## src/rtl/cache_dm_pkg.sv

```systemverilog
// Shared types, constants and width helpers for the direct-mapped read-only cache.
package cache_dm_pkg;

   typedef enum logic [1:0] {
      IDLE   = 2'd0,
      LOOKUP = 2'd1,
      FILL   = 2'd2,
      RESP   = 2'd3
   } state_e;

   localparam logic [1:0]  RESP_OKAY   = 2'b00;
   localparam logic [31:0] BACKING_XOR = 32'hDEAD_BEEF;

   function automatic int index_width(input int num_lines);
      return $clog2(num_lines);
   endfunction

   // Everything above the word offset and the index is tag.
   function automatic int tag_width(input int addr_w, input int num_lines);
      return addr_w - $clog2(num_lines) - 2;
   endfunction

endpackage

```

## src/rtl/cache_dm_if.sv

```systemverilog
// CPU-side AXI4-lite read subset (AR and R channels) between a load path and the cache.
interface cache_dm_if #(
   parameter int ADDR_W = 32,
   parameter int DATA_W = 32
);
   logic [ADDR_W-1:0] cpu_ar_addr;
   logic              cpu_ar_valid;
   logic              cpu_ar_ready;
   logic [DATA_W-1:0] cpu_r_data;
   logic [1:0]        cpu_r_resp;
   logic              cpu_r_valid;
   logic              cpu_r_ready;

   modport master (
      output cpu_ar_addr, cpu_ar_valid, cpu_r_ready,
      input  cpu_ar_ready, cpu_r_data, cpu_r_resp, cpu_r_valid
   );

   modport slave (
      input  cpu_ar_addr, cpu_ar_valid, cpu_r_ready,
      output cpu_ar_ready, cpu_r_data, cpu_r_resp, cpu_r_valid
   );
endinterface

```

## src/rtl/cache_dm_backing.sv

```systemverilog
// Fixed-latency backing memory model: data is a pure function of the word address,
// done is raised on the MISS_LATENCY-th cycle after start.
module cache_dm_backing
   import cache_dm_pkg::*;
#(
   parameter int ADDR_W       = 32,
   parameter int DATA_W       = 32,
   parameter int MISS_LATENCY = 2
) (
   input  logic              clk,
   input  logic              rst,
   input  logic              start_i,
   input  logic [ADDR_W-1:2] addr_i,
   output logic              done_o,
   output logic [DATA_W-1:0] data_o
);
   localparam int CNT_W = (MISS_LATENCY > 1) ? $clog2(MISS_LATENCY) : 1;

   logic              busy_q;
   logic [CNT_W-1:0]  cnt_q;
   logic [ADDR_W-1:2] addr_q;

   // NOTE: sequential state uses non-blocking assignments so every flop samples pre-edge values.
   always_ff @(posedge clk or posedge rst) begin
      if (rst) begin
         busy_q <= 1'b0;
         cnt_q  <= '0;
         addr_q <= '0;
      end else if (start_i) begin
         busy_q <= 1'b1;
         cnt_q  <= '0;
         addr_q <= addr_i;
      end else if (done_o) begin
         busy_q <= 1'b0;
      end else if (busy_q) begin
         cnt_q <= cnt_q + 1'b1;
      end
   end

   assign done_o = busy_q && (cnt_q == CNT_W'(MISS_LATENCY - 1));
   assign data_o = DATA_W'({addr_q, 2'b00}) ^ DATA_W'(BACKING_XOR);

endmodule

```

## src/rtl/cache_dm.sv

```systemverilog
// Direct-mapped, read-only, one-word-per-line cache with a single outstanding
// AXI4-lite read; misses are filled from the fixed-latency backing model.
module cache_dm
   import cache_dm_pkg::*;
#(
   parameter int ADDR_W       = 32,
   parameter int DATA_W       = 32,
   parameter int NUM_LINES    = 16,
   parameter int MISS_LATENCY = 2
) (
   input  logic      clk,
   input  logic      rst,
   cache_dm_if.slave cpu
);
   localparam int INDEX_W = index_width(NUM_LINES);
   localparam int TAG_W   = tag_width(ADDR_W, NUM_LINES);

   state_e            state_q, state_d;
   logic [ADDR_W-1:2] addr_q, addr_d;
   logic [DATA_W-1:0] r_data_q, r_data_d;

   logic [NUM_LINES-1:0] valid_q;
   logic [TAG_W-1:0]     tag_q  [NUM_LINES];
   logic [DATA_W-1:0]    data_q [NUM_LINES];

   logic [INDEX_W-1:0] lookup_idx;
   logic [TAG_W-1:0]   lookup_tag;
   logic               hit;
   logic               fill_start;
   logic               fill_we;
   logic               fill_done;
   logic [DATA_W-1:0]  fill_data;

   assign lookup_idx = addr_q[INDEX_W+1:2];
   assign lookup_tag = addr_q[ADDR_W-1:INDEX_W+2];
   assign hit        = valid_q[lookup_idx] && (tag_q[lookup_idx] == lookup_tag);

   cache_dm_backing #(
      .ADDR_W       (ADDR_W),
      .DATA_W       (DATA_W),
      .MISS_LATENCY (MISS_LATENCY)
   ) u_backing (
      .clk     (clk),
      .rst     (rst),
      .start_i (fill_start),
      .addr_i  (addr_q),
      .done_o  (fill_done),
      .data_o  (fill_data)
   );

   // NOTE: every always_comb output gets a default first, so no path can infer a latch.
   always_comb begin
      state_d    = state_q;
      addr_d     = addr_q;
      r_data_d   = r_data_q;
      fill_start = 1'b0;
      fill_we    = 1'b0;
      unique case (state_q)
         IDLE: begin
            if (cpu.cpu_ar_valid) begin
               addr_d  = cpu.cpu_ar_addr[ADDR_W-1:2];
               state_d = LOOKUP;
            end
         end
         LOOKUP: begin
            // Array data only reaches r_data behind a set valid bit.
            if (hit) begin
               r_data_d = data_q[lookup_idx];
               state_d  = RESP;
            end else begin
               fill_start = 1'b1;
               state_d    = FILL;
            end
         end
         FILL: begin
            if (fill_done) begin
               fill_we  = 1'b1;
               r_data_d = fill_data;
               state_d  = RESP;
            end
         end
         RESP: begin
            if (cpu.cpu_r_ready) state_d = IDLE;
         end
         default: state_d = IDLE;
      endcase
   end

   always_ff @(posedge clk or posedge rst) begin
      if (rst) begin
         state_q  <= IDLE;
         addr_q   <= '0;
         r_data_q <= '0;
         valid_q  <= '0;
      end else begin
         state_q  <= state_d;
         addr_q   <= addr_d;
         r_data_q <= r_data_d;
         if (fill_we) valid_q[lookup_idx] <= 1'b1;
      end
   end

   // NOTE: tag/data arrays are deliberately not reset; the reset valid bits make them unobservable.
   always_ff @(posedge clk) begin
      if (fill_we) begin
         tag_q[lookup_idx]  <= lookup_tag;
         data_q[lookup_idx] <= fill_data;
      end
   end

   assign cpu.cpu_ar_ready = (state_q == IDLE);
   assign cpu.cpu_r_valid  = (state_q == RESP);
   assign cpu.cpu_r_data   = r_data_q;
   assign cpu.cpu_r_resp   = RESP_OKAY;

endmodule

```

## src/flat_wrapper.sv

```systemverilog
// flat-port wrapper written by rule: the top's interface ports become plain ports
module cache_dm_flat import cache_dm_pkg::*;
#(
   parameter int ADDR_W       = 32,
   parameter int DATA_W       = 32,
   parameter int NUM_LINES    = 16,
   parameter int MISS_LATENCY = 2
)
  (clk, rst, cpu_cpu_ar_addr, cpu_cpu_ar_valid, cpu_cpu_r_ready, cpu_cpu_ar_ready, cpu_cpu_r_data, cpu_cpu_r_resp, cpu_cpu_r_valid);
  cache_dm_if #(.ADDR_W(ADDR_W), .DATA_W(DATA_W)) cpu_i ();
  input  logic clk;
  input  logic rst;
  input wire logic [$bits(cpu_i.cpu_ar_addr)-1:0] cpu_cpu_ar_addr;
  input wire logic [$bits(cpu_i.cpu_ar_valid)-1:0] cpu_cpu_ar_valid;
  input wire logic [$bits(cpu_i.cpu_r_ready)-1:0] cpu_cpu_r_ready;
  output wire logic [$bits(cpu_i.cpu_ar_ready)-1:0] cpu_cpu_ar_ready;
  output wire logic [$bits(cpu_i.cpu_r_data)-1:0] cpu_cpu_r_data;
  output wire logic [$bits(cpu_i.cpu_r_resp)-1:0] cpu_cpu_r_resp;
  output wire logic [$bits(cpu_i.cpu_r_valid)-1:0] cpu_cpu_r_valid;
  assign cpu_i.cpu_ar_addr = cpu_cpu_ar_addr;
  assign cpu_i.cpu_ar_valid = cpu_cpu_ar_valid;
  assign cpu_i.cpu_r_ready = cpu_cpu_r_ready;
  assign cpu_cpu_ar_ready = cpu_i.cpu_ar_ready;
  assign cpu_cpu_r_data = cpu_i.cpu_r_data;
  assign cpu_cpu_r_resp = cpu_i.cpu_r_resp;
  assign cpu_cpu_r_valid = cpu_i.cpu_r_valid;
  cache_dm #(.ADDR_W(ADDR_W), .DATA_W(DATA_W), .NUM_LINES(NUM_LINES), .MISS_LATENCY(MISS_LATENCY)) u_core (.clk(clk), .rst(rst), .cpu(cpu_i));
endmodule
```

## config.mk

```make
export PLATFORM = sky130hd
export DESIGN_NAME = cache_dm_flat
export DESIGN_NICKNAME = d
export VERILOG_FILES = /design/src/rtl/cache_dm_pkg.sv /design/src/rtl/cache_dm_if.sv /design/src/rtl/cache_dm_backing.sv /design/src/rtl/cache_dm.sv /design/src/flat_wrapper.sv
export SDC_FILE = /design/constraint.sdc
export NUM_CORES = 1
export LEC_CHECK = 0
export CAP_MARGIN = 20
export CORE_MARGIN = 2
export CORE_UTILIZATION = 65
export DETAILED_ROUTE_END_ITERATION = 10
export HOLD_SLACK_MARGIN = 0.15
export PLACE_DENSITY = 0.82
export SLEW_MARGIN = 0
export SYNTH_ARGS = -nofsm -noshare
export SYNTH_HDL_FRONTEND = slang
export SYNTH_HIERARCHICAL = 1
export SYNTH_SLANG_ARGS = --single-unit
```

## constraint.sdc

```tcl
create_clock -name clk -period 13.49 [get_ports clk]
set_input_delay 4.047 -clock clk [delete_from_list [all_inputs] [get_ports clk]]
set_output_delay 4.047 -clock clk [all_outputs]
set_load 0.01 [all_outputs]
```

==> metrics.log <==
[metrics] Data required, critical path: around 9400 ps
[metrics] register-to-register path setup slack: between 7000 and 8000 ps
[metrics] flops & latches, synth: 1040
[metrics] pin count of the biggest net entering global routing: 97
[metrics] number of distinct library cells after synthesis: around 70
[metrics] Core Rows: 93
[metrics] switching portion of total power: 32.1%
[metrics] worst r2r dst: u_core/u_backing/addr_q[25]
[metrics] utilization of the core after routing: 73.2%
[metrics] MaxCap Viol Count: 0
[metrics] Clock Power Share: a little over a quarter
[metrics] Num CTS Buffers: 100
[metrics] wire length per cell after detailed routing: 31.6 um
[metrics] async set-or-reset flop fraction in the synthesized netlist: 10.8%
[metrics] number of input and output port buffers inserted: between 60 and 70
[metrics] final-stage net count: roughly 2200
[metrics] total length of routed wires: between 90000 and 100000 um
[metrics] CTS max path bufs: 3
[metrics] Crit Path Max Fanout: 5
[metrics] Static Leak: around 15 nW
[metrics] RSZ-0062 raised after global routing: no
[metrics] clock tree from TritonCTS: built
[metrics] Synth Warn #: 6
[metrics] Final min period: between 6000 and 7000 ps
[metrics] crit path from: u_core/state_q[0]
[metrics] post-CTS resize count: 0
[metrics] type of the tightest min-delay check: reg2reg
[metrics] DRT iter0 DRCs: 3086
[metrics] critical path's largest stage delay: 560 ps
[metrics] CORE AREA: 64100 sq um
[metrics] outcome: completed
[metrics] initial antenna violation count: 1
[metrics] wire length of the first global-routing pass: roughly 150000 um
[metrics] Period Utilization, post-route: a little under half
[metrics] Reg2Reg Depth: 13
[metrics] placed wire-length estimate: 50800 um
[metrics] Peak Freq: ~0.16 GHz
[metrics] Tightest Pin Transition: around 1100 ps
[metrics] Final Max Slew Viols: 0
[metrics] Slew HR: between 20% and 30%
[metrics] capture point of the worst path: cpu_cpu_ar_ready
[metrics] sequential area share after synthesis: 73.1%
[metrics] power density over the cells: approximately 230 nW/um^2
[metrics] final setup violation count: 0
[metrics] total internal power: roughly 0.0072 W
[metrics] post-detailed-route DRC marker count: 0
[metrics] worst clock skew: between 20 and 25 ps
[metrics] data arrival time of the critical path: between 2000 and 2500 ps
[metrics] combinational fraction of design power: approximately 30%
[metrics] Final Hold Vio Count: 0
[metrics] total routing resource utilization after global routing: 30.7%
[metrics] worst skew pair latency: between 600 and 700 ps
[metrics] Worst setup SP type: flop
[metrics] cells traversed along the worst timing path: inv_1 > ha_1 > clkdlybuf4s50_1
[metrics] aggregate negative setup slack: 0 ps
[metrics] nature of the critical path endpoint: output pin
[metrics] critical path class: reg2out
[metrics] First-pass DRT Iterations: 6
[metrics] filler cell count in the final layout: 3529
[metrics] number of post-CTS setup repair buffers: 0
[metrics] vias in the first global route: roughly 23000
[metrics] launch instance of the worst register-to-register path: u_core/addr_q[3]
[metrics] post-synth design cell area: between 40000 and 50000 sq um
[metrics] post-CTS clock slew at the launch and capture registers of the worst setup and hold paths: around 60 ps
[metrics] hold-fix buffer count after cts: 0
[metrics] sinks on the clock net: approximately 1000
[metrics] Area growth, synth to finish: 11.8%
[metrics] total congestion overflow: 0
[metrics] average instance area after synthesis: between 15 and 20 sq um
[metrics] net switching power: 0.00342 W
[metrics] Reg power frac: a little over two fifths
[metrics] final weighted congestion of routability-driven global placement: between 0.8 and 0.9
[metrics] cell chosen for the clock root: sky130_fd_sc_hd__clkbuf_16
[metrics] Slowest-stage cell, CP: sky130_fd_sc_hd__clkdlybuf4s50_1
[metrics] vias per inst: 6.99
[metrics] share of layout cells above drive strength 1: about 25%
[metrics] initial cell density of the core: about two thirds
[metrics] maximum vdd drop: 0.178 mV
[metrics] EDFF count, synth: between 900 and 1000
[metrics] H-tree lvl count: 3
[metrics] Die Span X: roughly 260 um
[metrics] number of ports placed on the die boundary: 72
[metrics] number of vias after detailed routing: about 22000
[metrics] Die Area: 66600 sq um
[metrics] count of nets left with antenna violations after detail routing: 0
[metrics] Chip Height: 258 um
[metrics] number of cells produced by synthesis: 2121
[metrics] primary flip-flop cell chosen by synthesis mapping: sky130_fd_sc_hd__edfxtp_1
-- worst min-delay path by stage --
stage | start | endpoint | slack, ps | cells past startpoint
after floorplan | u_core/valid_q[10] | u_core/valid_q[10] | 430 | 1
after global placement | u_core/valid_q[7] | u_core/valid_q[7] | 450 | 1
after detailed placement | u_core/valid_q[0] | u_core/valid_q[0] | 450 | 1
after CTS | u_core/valid_q[13] | u_core/valid_q[13] | 470 | 1
after global routing | u_core/valid_q[6] | u_core/valid_q[6] | 490 | 1
final | u_core/valid_q[14] | u_core/valid_q[14] | 470 | 1
-- cells in the final DEF (no fill, tap or decap), types with 6 or more instances in the layout --
cell type,count
sky130_fd_sc_hd__mux2i_1,101
sky130_fd_sc_hd__nor3_1,41
sky130_fd_sc_hd__nor2_1,11
sky130_fd_sc_hd__inv_6,6
sky130_fd_sc_hd__nor4_2,18
sky130_fd_sc_hd__nand3b_1,33
sky130_fd_sc_hd__buf_4,53
sky130_fd_sc_hd__xnor2_1,21
sky130_fd_sc_hd__a21oi_1,37
sky130_fd_sc_hd__clkbuf_1,22
sky130_fd_sc_hd__or2_2,17
sky130_fd_sc_hd__clkbuf_8,13
sky130_fd_sc_hd__o221ai_1,34
sky130_fd_sc_hd__nor2_4,16
sky130_fd_sc_hd__clkdlybuf4s50_1,67
sky130_fd_sc_hd__o21ai_0,37
sky130_fd_sc_hd__a22oi_1,15
sky130_fd_sc_hd__mux4_2,243
sky130_fd_sc_hd__nand3_1,8
sky130_fd_sc_hd__nor4_1,16
sky130_fd_sc_hd__mux2_2,43
sky130_fd_sc_hd__nand2b_1,36
sky130_fd_sc_hd__edfxtp_1,928
sky130_fd_sc_hd__xor2_1,13
sky130_fd_sc_hd__nand2_1,79
sky130_fd_sc_hd__clkinv_2,22
sky130_fd_sc_hd__bufinv_16,14
sky130_fd_sc_hd__clkbuf_16,100
sky130_fd_sc_hd__inv_1,39
sky130_fd_sc_hd__clkinv_1,6
sky130_fd_sc_hd__dfrtp_1,108
-- layout make-up --
class	count	area, sq um	area share [%]
antenna	1	2.50	0.00533
timing repair buffer	121	1090	2.32
multi-input combinational	904	10500	22.4
clock inverter	54	666	1.42
clock buffer	135	2760	5.89
tap	855	1070	2.28
inverter	41	158	0.336
sequential	1040	30700	65.4
-- sequential cells by signal (all words and copies together) (netlist names) --
register	cells
u_core/valid_q	16
u_core/u_backing/busy_q	1
u_core/tag_q	416
u_core/data_q	512
u_core/u_backing/cnt_q	1
u_core/addr_q	30
u_core/cpu.cpu_r_data	32
u_core/state_q	2
u_core/u_backing/addr_q	30
-- worst max-delay path: cells and delay by family, from the launching register on --
family / cells / cell delay [ps]
adder cells (fa/ha/maj): 1 / 240
buffers and inverters: 2 / 700
flip-flops: 1 / 440
-- power groups by stage --
stage	Clock [W]	Sequential [W]	Combinational (W)
CTS	0.00293	0.00458	0.00317
floorplan	0	0.00439	0.00242
finish	0.00290	0.00458	0.00319
detailed placement	0	0.00464	0.00311
global route	0.00304	0.00462	0.00338
global placement	0	0.00460	0.00300
-- cells in the mapped netlist, types with 13 or more instances --
| master | number | area share [%] |
|---|---|---|
| sky130_fd_sc_hd__nand2_1 | 80 | 0.72 |
| sky130_fd_sc_hd__a21oi_1 | 37 | 0.44 |
| sky130_fd_sc_hd__edfxtp_1 | 928 | 66 |
| sky130_fd_sc_hd__mux4_2 | 243 | 13 |
| sky130_fd_sc_hd__buf_2 | 44 | 0.52 |
| sky130_fd_sc_hd__mux2i_1 | 101 | 2.4 |
| sky130_fd_sc_hd__xnor2_1 | 21 | 0.44 |
| sky130_fd_sc_hd__or2_2 | 17 | 0.25 |
| sky130_fd_sc_hd__nand2b_1 | 36 | 0.54 |
| sky130_fd_sc_hd__nor4_1 | 16 | 0.24 |
| sky130_fd_sc_hd__nor4_2 | 19 | 0.57 |
| sky130_fd_sc_hd__buf_4 | 24 | 0.43 |
| sky130_fd_sc_hd__nor2_1 | 27 | 0.24 |
| sky130_fd_sc_hd__o221ai_1 | 34 | 0.71 |
| sky130_fd_sc_hd__inv_1 | 40 | 0.36 |
| sky130_fd_sc_hd__nor3_1 | 42 | 0.50 |
| sky130_fd_sc_hd__buf_1 | 18 | 0.16 |
| sky130_fd_sc_hd__dfrtp_1 | 112 | 6.7 |
| sky130_fd_sc_hd__a22oi_1 | 15 | 0.27 |
| sky130_fd_sc_hd__clkbuf_1 | 37 | 0.33 |
| sky130_fd_sc_hd__nand3b_1 | 33 | 0.59 |
| sky130_fd_sc_hd__xor2_1 | 13 | 0.27 |
| sky130_fd_sc_hd__o21ai_0 | 37 | 0.44 |
| sky130_fd_sc_hd__mux2_2 | 44 | 1.2 |
-- metrics by stage --
stage               hold WS [ps]  total power, W  setup WS, ps  cells  instance area (sq um)
floorplan                    434         0.00681          7390   2123                  42000
global placement             446         0.00760          7630   2960                  43500
detailed placement           452         0.00775          7560   2960                  43500
CTS                          470          0.0107          7410   3149                  46900
global route                 487          0.0110          7340   3150                  46900
finish                       472          0.0107          7420   3151                  46900
-- metal layers --
layer / global-route usage, % / part of all wire (%) / vias to the layer above
met4: 11.0 / 3.7 / 0
met3: 5.81 / 11 / 280
met1: 41.9 / 36 / 11391
li1: - / - / 8801
met2: 50.4 / 50 / 1539
met5: 0 / 0 / -
-- cells by family (layout without fill, tap and decap cells) --
group	after synthesis	in the layout	share of synthesized area [%]
multiplexers	395	395	17.0
AO/OA/AOI/OAI	163	163	2.67
flip-flops	1040	1040	73.1
XOR/XNOR	34	34	0.709
other	2	5	0.0179
adder cells (fa/ha/maj)	4	4	0.119
buffers and inverters	179	351	2.30
AND/OR/NAND/NOR	304	304	4.17
No activity file was read; power rests on OpenSTA's default activity.
